--- src/rtl/brute_force_matcher_secondary_buffer.sv ---
// Secondary-keypoint buffer: loads one descriptor from an FWFT FIFO and replays it word-aligned with streamed primaries.
// Optional load-stall counter enabled by defining BFM_SEC_BUF_STALL_CNT_EN.
module brute_force_matcher_secondary_buffer #(
    parameter int C_ELEM_WIDTH          = 8,
    parameter int C_SIMD                = 16,
    parameter int C_NUM_ELEMENTS_PER_KP = 4,
    parameter int C_KP_ID_WIDTH         = 16
) (
    input  logic                            clk,
    input  logic                            rst,
    input  logic                            buffer_load_init,
    input  logic                            buffer_load_enable,
    output logic                            buffer_load_valid,
    output logic                            fifo_rd_en,
    input  logic                            fifo_empty,
    input  logic [C_SIMD*C_ELEM_WIDTH-1:0]  fifo_dout,
    input  logic                            descriptor_valid,
    output logic                            keypoint_advance,
    input  logic [C_KP_ID_WIDTH-1:0]        num_prim_kp,
    input  logic                            prim_valid,
    output logic                            prim_ready,
    input  logic [C_SIMD*C_ELEM_WIDTH-1:0]  prim_data,
    output logic                            out_valid,
    output logic [C_SIMD*C_ELEM_WIDTH-1:0]  out_prim_data,
    output logic [C_SIMD*C_ELEM_WIDTH-1:0]  out_sec_data,
    output logic                            out_last,
    output logic [C_KP_ID_WIDTH-1:0]        out_prim_id,
    output logic [C_KP_ID_WIDTH-1:0]        out_sec_id,
    output logic [31:0]                     stall_count
);

    localparam int DATA_W = C_SIMD * C_ELEM_WIDTH;
    localparam int PTR_W  = $clog2(C_NUM_ELEMENTS_PER_KP + 1);
    localparam int IDX_W  = (C_NUM_ELEMENTS_PER_KP > 1) ? $clog2(C_NUM_ELEMENTS_PER_KP) : 1;
    localparam logic [PTR_W-1:0]         WORDS    = PTR_W'(C_NUM_ELEMENTS_PER_KP);
    localparam logic [IDX_W-1:0]         LAST_IDX = IDX_W'(C_NUM_ELEMENTS_PER_KP - 1);
    localparam logic [C_KP_ID_WIDTH-1:0] ONE_ID   = C_KP_ID_WIDTH'(1);

    typedef enum logic [1:0] {
        IDLE    = 2'd0,
        STREAM  = 2'd1,
        ADVANCE = 2'd2
    } state_t;

    state_t                   state, state_nxt;
    logic [PTR_W-1:0]         wr_ptr;
    logic [DATA_W-1:0]        word_mem [C_NUM_ELEMENTS_PER_KP];
    logic [IDX_W-1:0]         rd_idx;
    logic [C_KP_ID_WIDTH-1:0] prim_target;
    logic [C_KP_ID_WIDTH-1:0] prim_id;
    logic [C_KP_ID_WIDTH-1:0] sec_id;
    logic                     adv_done;
    logic                     load_room;
    logic                     accept;
    logic                     wrap;
    logic                     pass_end;

    logic                     vld_p1;
    logic                     last_p1;
    logic [DATA_W-1:0]        prim_p1;
    logic [DATA_W-1:0]        sec_p1;
    logic [C_KP_ID_WIDTH-1:0] prim_id_p1;

    // Pops are suppressed during reset so an aborted load never loses a FIFO word.
    assign load_room         = (wr_ptr < WORDS);
    assign fifo_rd_en        = !rst && buffer_load_enable && !fifo_empty && load_room;
    assign buffer_load_valid = fifo_rd_en;

    assign prim_ready = (state == STREAM) && descriptor_valid && !buffer_load_init;
    assign accept     = prim_valid && prim_ready;
    assign wrap       = (rd_idx == LAST_IDX);
    assign pass_end   = accept && wrap && (prim_id == prim_target - ONE_ID);

    always_comb begin
        state_nxt = state;
        case (state)
            IDLE: begin
                if (descriptor_valid && !adv_done && !buffer_load_init)
                    state_nxt = (prim_target == '0) ? ADVANCE : STREAM;
            end
            STREAM: begin
                if (buffer_load_init)
                    state_nxt = IDLE;
                else if (pass_end)
                    state_nxt = ADVANCE;
            end
            ADVANCE: state_nxt = IDLE;
            default: state_nxt = IDLE;
        endcase
    end

    always_ff @(posedge clk) begin
        if (rst) begin
            state            <= IDLE;
            wr_ptr           <= '0;
            rd_idx           <= '0;
            prim_target      <= '0;
            prim_id          <= '0;
            sec_id           <= '0;
            adv_done         <= 1'b0;
            keypoint_advance <= 1'b0;
        end else begin
            state            <= state_nxt;
            keypoint_advance <= (state == ADVANCE);
            if (state == ADVANCE)
                sec_id <= sec_id + ONE_ID;
            if (buffer_load_init) begin
                wr_ptr      <= '0;
                prim_target <= num_prim_kp;
                rd_idx      <= '0;
                prim_id     <= '0;
                adv_done    <= 1'b0;
            end else begin
                if (fifo_rd_en)
                    wr_ptr <= wr_ptr + PTR_W'(1);
                if (state == ADVANCE)
                    adv_done <= 1'b1;
                if (accept) begin
                    rd_idx <= wrap ? '0 : rd_idx + IDX_W'(1);
                    if (wrap)
                        prim_id <= prim_id + ONE_ID;
                end
            end
        end
    end

    always_ff @(posedge clk) begin
        if (rst) begin
            for (int i = 0; i < C_NUM_ELEMENTS_PER_KP; i++)
                word_mem[i] <= '0;
        end else if (fifo_rd_en) begin
            word_mem[wr_ptr[IDX_W-1:0]] <= fifo_dout;
        end
    end

    // ---- stage p1: paired primary/secondary word registered toward the distance pipeline
    always_ff @(posedge clk) begin
        if (rst) begin
            vld_p1     <= 1'b0;
            last_p1    <= 1'b0;
            prim_p1    <= '0;
            sec_p1     <= '0;
            prim_id_p1 <= '0;
        end else begin
            vld_p1  <= accept;
            last_p1 <= accept && wrap;
            if (accept) begin
                prim_p1    <= prim_data;
                sec_p1     <= word_mem[rd_idx];
                prim_id_p1 <= prim_id;
            end
        end
    end

    assign out_valid     = vld_p1;
    assign out_last      = last_p1;
    assign out_prim_data = prim_p1;
    assign out_sec_data  = sec_p1;
    assign out_prim_id   = prim_id_p1;
    assign out_sec_id    = sec_id;

`ifdef BFM_SEC_BUF_STALL_CNT_EN
    logic [31:0] stall_q;

    always_ff @(posedge clk) begin
        if (rst)
            stall_q <= '0;
        else if (buffer_load_enable && fifo_empty && load_room && (stall_q != '1))
            stall_q <= stall_q + 32'd1;
    end

    assign stall_count = stall_q;
`else
    assign stall_count = '0;
`endif

endmodule

--- config.mk ---
export PLATFORM = sky130hd
export DESIGN_NAME = brute_force_matcher_secondary_buffer
export DESIGN_NICKNAME = d
export VERILOG_FILES = /design/src/rtl/brute_force_matcher_secondary_buffer.sv
export SDC_FILE = /design/constraint.sdc
export NUM_CORES = 1
export LEC_CHECK = 0
export CELL_PAD_IN_SITES_DETAIL_PLACEMENT = 1
export CELL_PAD_IN_SITES_GLOBAL_PLACEMENT = 1
export CORE_ASPECT_RATIO = 0.75
export CORE_MARGIN = 8
export CORE_UTILIZATION = 42
export DETAILED_ROUTE_END_ITERATION = 10
export GPL_TIMING_DRIVEN = 0
export PLACE_DENSITY = 0.84
export SLEW_MARGIN = 40
export SYNTH_ARGS = -nofsm -noshare
export SYNTH_HDL_FRONTEND = slang
export SYNTH_SLANG_ARGS = --single-unit
--- constraint.sdc ---
create_clock -name clk -period 4.3 [get_ports clk]
set_clock_uncertainty 0.05 [all_clocks]
set_input_delay 0.43 -clock clk [delete_from_list [all_inputs] [get_ports clk]]
set_output_delay 0.43 -clock clk [all_outputs]
set_load 0.005 [all_outputs]
=== Word level (Yosys, flattened, before mapping) ===
Memory sizes are Yosys's and may differ from the RTL's. A register that Yosys moved wholly into a read port is not among the register bits.
Cells that the tools add are included.

* Equal/unequal tests: 6
* Reduce and logical (&&, ||, !) cells: 20
* Add/subtract/negate cells: 5
* Multiplexer cells: 14
* Magnitude comparators: 1

{| class="wikitable"
|+ Operator list
! kind !! count
|-
| $mux 128 || 1
|-
| $reduce_or 128->1 || 1
|-
| $add 16x1->16 const B || 2
|-
| $eq 16x16->1 || 1
|-
| $logic_not 16->1 || 1
|-
| $sub 16x1->16 const B || 1
|-
| $mux 2 || 6
|-
| $logic_and 1x1->1 || 10
|-
| $mux 1 || 6
|-
| $eq 2x2->1 const B || 2
|-
| $logic_not 1->1 || 4
|-
| $pmux 2 s2 || 1
|-
| $reduce_and 2->1 || 2
|-
| $add 3x1->3 const B || 1
|-
| $lt 3x3->1 const B || 1
|-
| $ne 3x3->1 const B || 1
|-
| $add 2x1->2 const B || 1
|-
| $eq 2x1->1 const B || 1
|-
| $logic_not 2->1 || 1
|-
| $ne 2x2->1 const B || 1
|-
| $reduce_or 2->1 || 1
|}

* Memories: 1
* Register bits: 203
* Bits in writable memories: 512
* Word-level logic and storage cells: 59

{| class="wikitable"
|+ Memories
! name !! depth !! bits a word !! read ports !! clocked after Yosys merged registers in !! wr ports !! RTL line !! source
|-
| word_mem || 4 || 128 || 1 || 1 || 4 || 47 || <nowiki>logic [DATA_W-1:0] word_mem [C_NUM_ELEMENTS_PER_KP];</nowiki>
|}

=== Depth between registers and ports, before layout ===
Gate-level depths: netlist of run 1.

* Depth in word-level cells: 9
* Gate-level depth with buffers: 9
* Depth with buffers taken out: 8

=== Worst setup path before layout of run 1 ===
OpenSTA, ideal clock, no wires.

* Kind: in2reg
* From: input rst
* To: memory word_mem[3][0] (netlist bit) (enable)
* Arrival: 3,337 ps
* Required time: 3,809 ps
* Path buffers: 2
* Stages on the path: 5
* Slack: 472 ps
* Setup time: 441 ps
* Path through: clkbuf_1 -> or4b_1 -> inv_2 -> clkbuf_1 -> a31o_2

{| class="wikitable"
|+ RTL lines
! element !! RTL line !! source
|-
| from (decl) || 10 || <nowiki>input logic rst,</nowiki>
|-
| to (decl) || 47 ||
|}

=== Final worst setup path of run 1 ===
* From: input buffer_load_enable
* To: output fifo_rd_en

* Word-level cells in the longest chain between the ends: 3

{| class="wikitable"
|+ Ends and longest elaborated chain
! element !! RTL line !! source
|-
| from (decl) || 12 || <nowiki>input logic buffer_load_enable,</nowiki>
|-
| $logic_and 1x1->1 (3 in series) || 66 || <nowiki>assign fifo_rd_en = !rst && buffer_load_enable && !fifo_empty && load_room;</nowiki>
|-
| to (decl) || 14 || <nowiki>output logic fifo_rd_en,</nowiki>
|}

Every way passes these cells.

==> metrics.md, run 1 <==
| Metric | Value |
|---|---|
| Total GRT Usage | `about a quarter` |
| Clock network power share | `roughly 45%` |
| Layout overhead on the synthesized area | `31.18%` |
| Initial antenna violation count | `35` |
| Final Instance Count excl. Fillers | `around 4.7k` |
| Post-CTS Hold Buffers | `0` |
| Port Buffers | `570` |
| Initial detailed-routing violation count | `between 1.5k and 2k` |
| H-tree depth | `3` |
| Clk buf depth | `3` |
| First-pass GRT wire length | `~180,000 um` |
| Worst slew margin | `43.77%` |
| Top fanout value on the critical path | `11` |
| Min-delay src | `buffer_load_init` |
| Register share of total power | `49.6%` |
| Synth Cell Area | `34,190 sq um` |
| Via count | `24.73k` |
| Core area | `approximately 81,000 sq um` |
| Final ANT Viol Nets | `0` |
| R2r setup slk | `0.67 ns` |
| # fillers | `8,307` |
| Vias in the first global route | `26.42k` |
| Total CTS buffers | `87` |
| Post-synthesis mux area share | `8.929%` |
| Worst EP required | `3.82 ns` |
| Final Cell Area | `44,850 sq um` |
| Largest net degree at the start of global routing | `33` |
| Clk Latency, worst-skew pair | `roughly 0.64 ns` |
| Peak VDD IR | `0.3292 mV` |
| Logic pwr share | `5.6%` |
| Post-synth cell types | `53` |
| Synth Area in Adders | `0.1830%` |
| Setup TNS | `0 ns` |
| WP data arrival | `3.21 ns` |
| Vias/cell | `around 5.3` |
| Leak Pwr | `approximately 16 nW` |
| Area post-placement | `41,740 sq um` |
| Net switching power | `roughly 4.0 mW` |
| Post-Syn Instances | `2,793` |
| Die Y-Extent | `263.1 um` |
| Gr ovfl total | `0` |
| Combinational family with the most area after synthesis | `simple AND/OR/NAND/NOR gates` |
| Ys flop type | `edfxtp_1` |
| Layout Nets | `3,785` |
| Fmax | `0.2711 GHz` |
| Kind of critical path | `in2out` |
| Final Setup Violations | `0` |
| Post-Synth XOR/XNOR Area | `1.230%` |
| Clock transition at the registers of the reported paths | `0.06 ns` |
| Standard-cell rows | `90` |
| Post-route DRC | `0` |
| Slew @ Worst Pin | `0.8434 ns` |
| Status | `complete, no violations` |
| CTS Root Cell | `clkbuf_16` |
| Power Internal | `14.04 mW` |
| PnR Total Power | `17.99 mW` |
| Synth Area per Inst | `12.24 sq um` |
| Final Slew Violations | `0` |
| Max-Cap Viols | `0` |
| Initial Util | `42.46%` |
| CTS resizes | `0` |
| FFs w/ async S/R, synth | `0%` |
| CTS tree | `yes` |
| WL final | `121,600 um` |
| Clock tree sinks | `roughly 840` |
| #FFs+latches synth | `approximately 840` |
| Post-synth EDFFs | `512` |
| Register area share after synthesis | `about 64%` |
| Period utilization | `85.78%` |
| CP startpoint kind | `input pin` |
| HPWL after detailed placement | `88,180 um` |
| Final min period | `3.688 ns` |
| Power Density | `401.2 nW/um^2` |
| Complex-gate fraction of the synthesized area | `4.530%` |
| Fraction of layout cells with a size suffix above 1 | `10.24%` |
| Worst r2r src | `wr_ptr[2]$_SDFFE_PP0P_` |
| CP Launch Point | `buffer_load_enable` |
| DRT Pass-1 Iters | `5` |
| Simple-gate share of the synthesized area | `about 18%` |
| Net Sw Frac | `21.98%` |
| Final Hold Fails | `0` |
| WL per Instance | `26.10 um` |
| RSZ-0062 raised after global routing | `false` |
| Post-CTS setup buffers | `0` |
| Dpl cells | `roughly 4.5k` |
| Die area | `90,890 sq um` |
| Crit end category | `output port` |
| Worst hold path class | `in2reg` |
| DIE WIDTH | `between 300 and 400 um` |
| Routability Congestion | `0.8734` |
| IO Count | `605` |
| Yosys Warn Count | `0` |
[Yosys cell counts (all sizes together) (3+ instances only)]
master	instances	area, sq um
nor4	8	65.06
and3	8	50.05
inv	8	30.03
nand2	566	2127
a21oi	285	1426
buf	58	376.6
or2	4	25.02
and2	515	3222
o21ai	6	30.02
xnor2	26	227.7
nor3	9	50.05
edfxtp	512	15370
mux2i	17	170.2
nor2	57	214.0
or3	5	31.28
o22ai	3	18.77
mux4	128	2883
clkbuf	165	619.3
nand4	8	50.05
ha	5	62.56
nand2b	4	25.02
xor2	22	192.7
nand3	18	90.09
dfxtp	331	6626
[logic make-up after synthesis]
family / count (synthesis)
and+or+nand+nor: 1217
DFF: 843
other: 1
xor gates and xnor gates: 48
AOI/OAI and AO/OA: 303
buffers and inverters: 231
adders and majority gates: 5
muxes: 145
[cells in the final DEF (no fill, tap or decap), types with 3 or more instances in the layout]
cell / instances
a21oi_1: 285
and2_1: 514
and3_1: 8
buf_1: 7
buf_12: 14
buf_16: 3
buf_2: 14
buf_4: 37
bufinv_16: 10
clkbuf_1: 161
clkbuf_16: 90
clkbuf_2: 18
clkbuf_8: 15
clkdlybuf4s50_1: 570
clkinv_1: 7
clkinv_2: 16
conb_1: 32
dfxtp_1: 331
diode_2: 25
edfxtp_1: 512
ha_1: 5
inv_1: 7
inv_16: 3
mux2i_1: 17
mux4_2: 128
nand2_1: 565
nand2b_1: 4
nand3_1: 18
nand4_1: 8
nor2_1: 57
nor3_1: 8
nor4_1: 7
o21ai_0: 5
o22ai_1: 3
or2_4: 3
or3_1: 5
xnor2_1: 26
xor2_1: 22
[flip-flops by register name, summed over array words and instances, names as in the netlist]
name              count
adv_done              1
keypoint_advance      1
out_last              1
out_prim_data       128
out_prim_id          16
out_sec_data        128
out_sec_id           16
out_valid             1
prim_id              16
prim_target          16
rd_idx                2
state                 2
word_mem            512
wr_ptr                3
[per-stage QoR]
stage                     worst slack [ns]  hold WS, ns  utilization, %
final                               0.6115      0.07018           55.70
after floorplan                     0.4718       0.3789               -
after detailed placement           0.04231       0.3973           51.84
after CTS                           0.5812      0.02135           55.62
after global placement              -2.344       0.3911           51.34
after global routing                0.5554      0.06064           55.68
[critical path: stages]
cell and delay [ns]:
clkdlybuf4s50_1 0.61, or4b_1 0.64, inv_2 0.33, clkbuf_1 0.49, buf_4 0.20, clkdlybuf4s50_1 0.49
[worst paths after layout]
path | cells after the start | endpoint
worst max-delay path | 6 | fifo_rd_en
worst min-delay path | 3 | prim_target[4]$_SDFFE_PP0P_
worst max register to register | 9 | word_mem[2][117]$_SDFFCE_PN0P_
worst min register to register | 2 | out_prim_data[95]$_SDFFE_PP0P_
[routing by layer]
metal	part of all wire [%]	wire length, um	GRT usage [%]	up-vias
li1	-	-	-	11060
met1	39	47240	30.91	12650
met2	51	61760	45.38	794
met3	7.1	8666	6.493	208
met4	3.1	3787	8.931	16
met5	0.090	109	0	-
[final cells by class]
type | count | area, sq um | area share (%)
Antenna cell | 25 | 62.56 | 0.1395
Tap cell | 1058 | 1324 | 2.952
Clock inverter | 43 | 530.5 | 1.183
Clock buffer | 119 | 2511 | 5.599
Timing Repair Buffer | 588 | 6076 | 13.55
Inverter | 8 | 30.03 | 0.06695
Multi-Input combinational cell | 1750 | 11300 | 25.19
Buffer | 223 | 1020 | 2.274
Sequential cell | 843 | 22000 | 49.05
[power groups by stage]
stage | registers, mW | logic, mW | clock network [mW]
global route | 8.94 | 1.07 | 8.46
floorplan | 9.06 | 0.415 | 0
global placement | 9.09 | 0.933 | 0
CTS | 8.92 | 1.01 | 8.19
detailed placement | 9.09 | 1.00 | 0
finish | 8.92 | 1.01 | 8.06
Note: power is estimated with default switching activity, not from simulation.
==> inputs of run 2 (changes only) <==
CORE_MARGIN = not set   (was 8)
RECOVER_POWER = 50   (was not set)
==> metrics.md, run 2 (synthesis gave the netlist of run 1 again) <==
| Metric | Value |
|---|---|
| RSZ-0062 raised after global routing | `false` |
| # fillers | `roughly 8.3k` |
| Post-route DRC | `0` |
| Path depth of the worst reg2reg path | `8` |
| CP startpoint kind | `input pin` |
| Area post-placement | `approximately 42,000 sq um` |
| Routing usage on met2 | `48.06%` |
| CTS tree | `yes` |
| Clock tree sinks | `843` |
| Clock transition at the registers of the reported paths | `0.06 ns` |
| Top fanout value on the critical path | `11` |
| Initial antenna violation count | `22` |
| Period utilization | `89.39%` |
| CTS resizes | `0` |
| Kind of critical path | `in2out` |
| Gr ovfl total | `0` |
| Multi-input logic area | `roughly 11,000 sq um` |
| Max-Cap Viols | `0` |
| Final Hold Fails | `0` |
| Vias/cell | `around 5.3` |
| Most Crowded Layer GR | `met2` |
| Global routing usage on met1 | `33.55%` |
| Die Y-Extent | `approximately 250 um` |
| CTS Root Cell | `clkbuf_16` |
| WP data arrival | `approximately 3.4 ns` |
| Initial Util | `between 40% and 50%` |
| Met3 usage | `6.905%` |
| Final Slew Violations | `0` |
| Crit end category | `output port` |
| Worst hold path class | `in2reg` |
| Total GRT Usage | `27.61%` |
| Total CTS buffers | `86` |
| Most common cell after layout, fill and taps aside | `nand2_1` |
| Post-CTS setup buffers | `0` |
| WL final | `roughly 120,000 um` |
| Routability Congestion | `0.8711` |
| Power Density | `399.9 nW/um^2` |
| Peak VDD IR | `0.2900 mV` |
| Status | `complete, no violations` |
| Final Setup Violations | `0` |
| Fmax | `0.2602 GHz` |
| IO Count | `just over 600` |
| Worst slew margin | `21.06%` |
| Port Buffers | `570` |
| Initial detailed-routing violation count | `between 1.5k and 2k` |
| DIE WIDTH | `331.5 um` |
| Max reg flops | `between 500 and 600` |
| Via count | `24.47k` |
| Final Cell Area | `about 45,000 sq um` |
| Layout Nets | `roughly 3.8k` |
| Cells on Worst Hold Path | `3` |
| Layout overhead on the synthesized area | `30.90%` |
| Final ANT Viol Nets | `0` |
| Largest net degree at the start of global routing | `34` |
| End-of-flow core utilization | `between 50% and 60%` |
| Die area | `~83,000 sq um` |
| First-pass GRT wire length | `168,800 um` |
| Largest reg by FF count | `word_mem` |
| Core area | `between 80,000 and 90,000 sq um` |
| Register Area | `roughly 22,000 sq um` |
| H-tree depth | `3` |
| Clk Latency, worst-skew pair | `0.66 ns` |
| Final min period | `3.844 ns` |
| Worst EP required | `3.82 ns` |
| Standard-cell rows | `90` |
| HPWL after detailed placement | `82,600 um` |
| Hold Slack | `0.05008 ns` |
| WL per Instance | `between 20 and 25 um` |
| Fraction of layout cells with a size suffix above 1 | `9.742%` |
| DRT Pass-1 Iters | `5` |
| Post-CTS Hold Buffers | `0` |
| Clk buf depth | `3` |
| Commonest cells after routing, fill and taps aside | `nand2_1, edfxtp_1, and2_1` |
| Leak Pwr | `16.46 nW` |
| Slew @ Worst Pin | `1.184 ns` |
| Vias in the first global route | `25.85k` |
[run 2: metrics by stage]
step	worst slack [ns]	instances	TNS, ns	power (mW)
floorplan	0.4718	2824	0	9.473
global placement	-2.353	4452	-916.11	10.02
detailed placement	0.08980	4470	0	10.09
CTS	0.5720	4630	0	18.00
global route	0.3652	4639	0	18.38
finish	0.4564	4642	0	17.90
[run 2: area by class of cell]
type | count | area share, %
inverter | 8 | 0.06710
sequential | 843 | 49.16
tap | 1058 | 2.958
buffer | 223 | 2.242
antenna | 12 | 0.06710
multi-input combinational | 1750 | 25.21
clock buffer | 124 | 5.586
clock inverter | 36 | 1.121
timing repair buffer | 588 | 13.59
[run 2: per-layer routing]
metal / share of wire [%] / routed length (um)
met5: 0.098 / 113
met4: 3.2 / 3638
met3: 6.7 / 7729
met2: 51 / 58520
met1: 39 / 45160
[run 2: final timing paths]
| path | start | endpoint | slack [ns] |
|---|---|---|---|
| max reg2reg | wr_ptr[2]$_SDFFE_PP0P_ | word_mem[2][106]$_SDFFCE_PN0P_ | 0.51 |
| max | buffer_load_enable | fifo_rd_en | 0.46 |
| min | buffer_load_init | prim_target[3]$_SDFFE_PP0P_ | 0.05 |
| min reg2reg | out_prim_data[108]$_SDFFE_PP0P_ | out_prim_data[108]$_SDFFE_PP0P_ | 0.40 |
[run 2: where the power goes]
part | internal (mW) | switching (mW) | leakage [nW]
combinational | 0.483 | 0.514 | 7.11
sequential | 8.82 | 0.0991 | 7.89
clock | 4.63 | 3.35 | 1.46
[run 2: critical path, stage by stage]
cell and delay (ns):
clkdlybuf4s50_1 0.61, or4b_1 0.63, inv_1 0.47, clkbuf_1 0.52, buf_4 0.21, clkdlybuf4s50_1 0.49
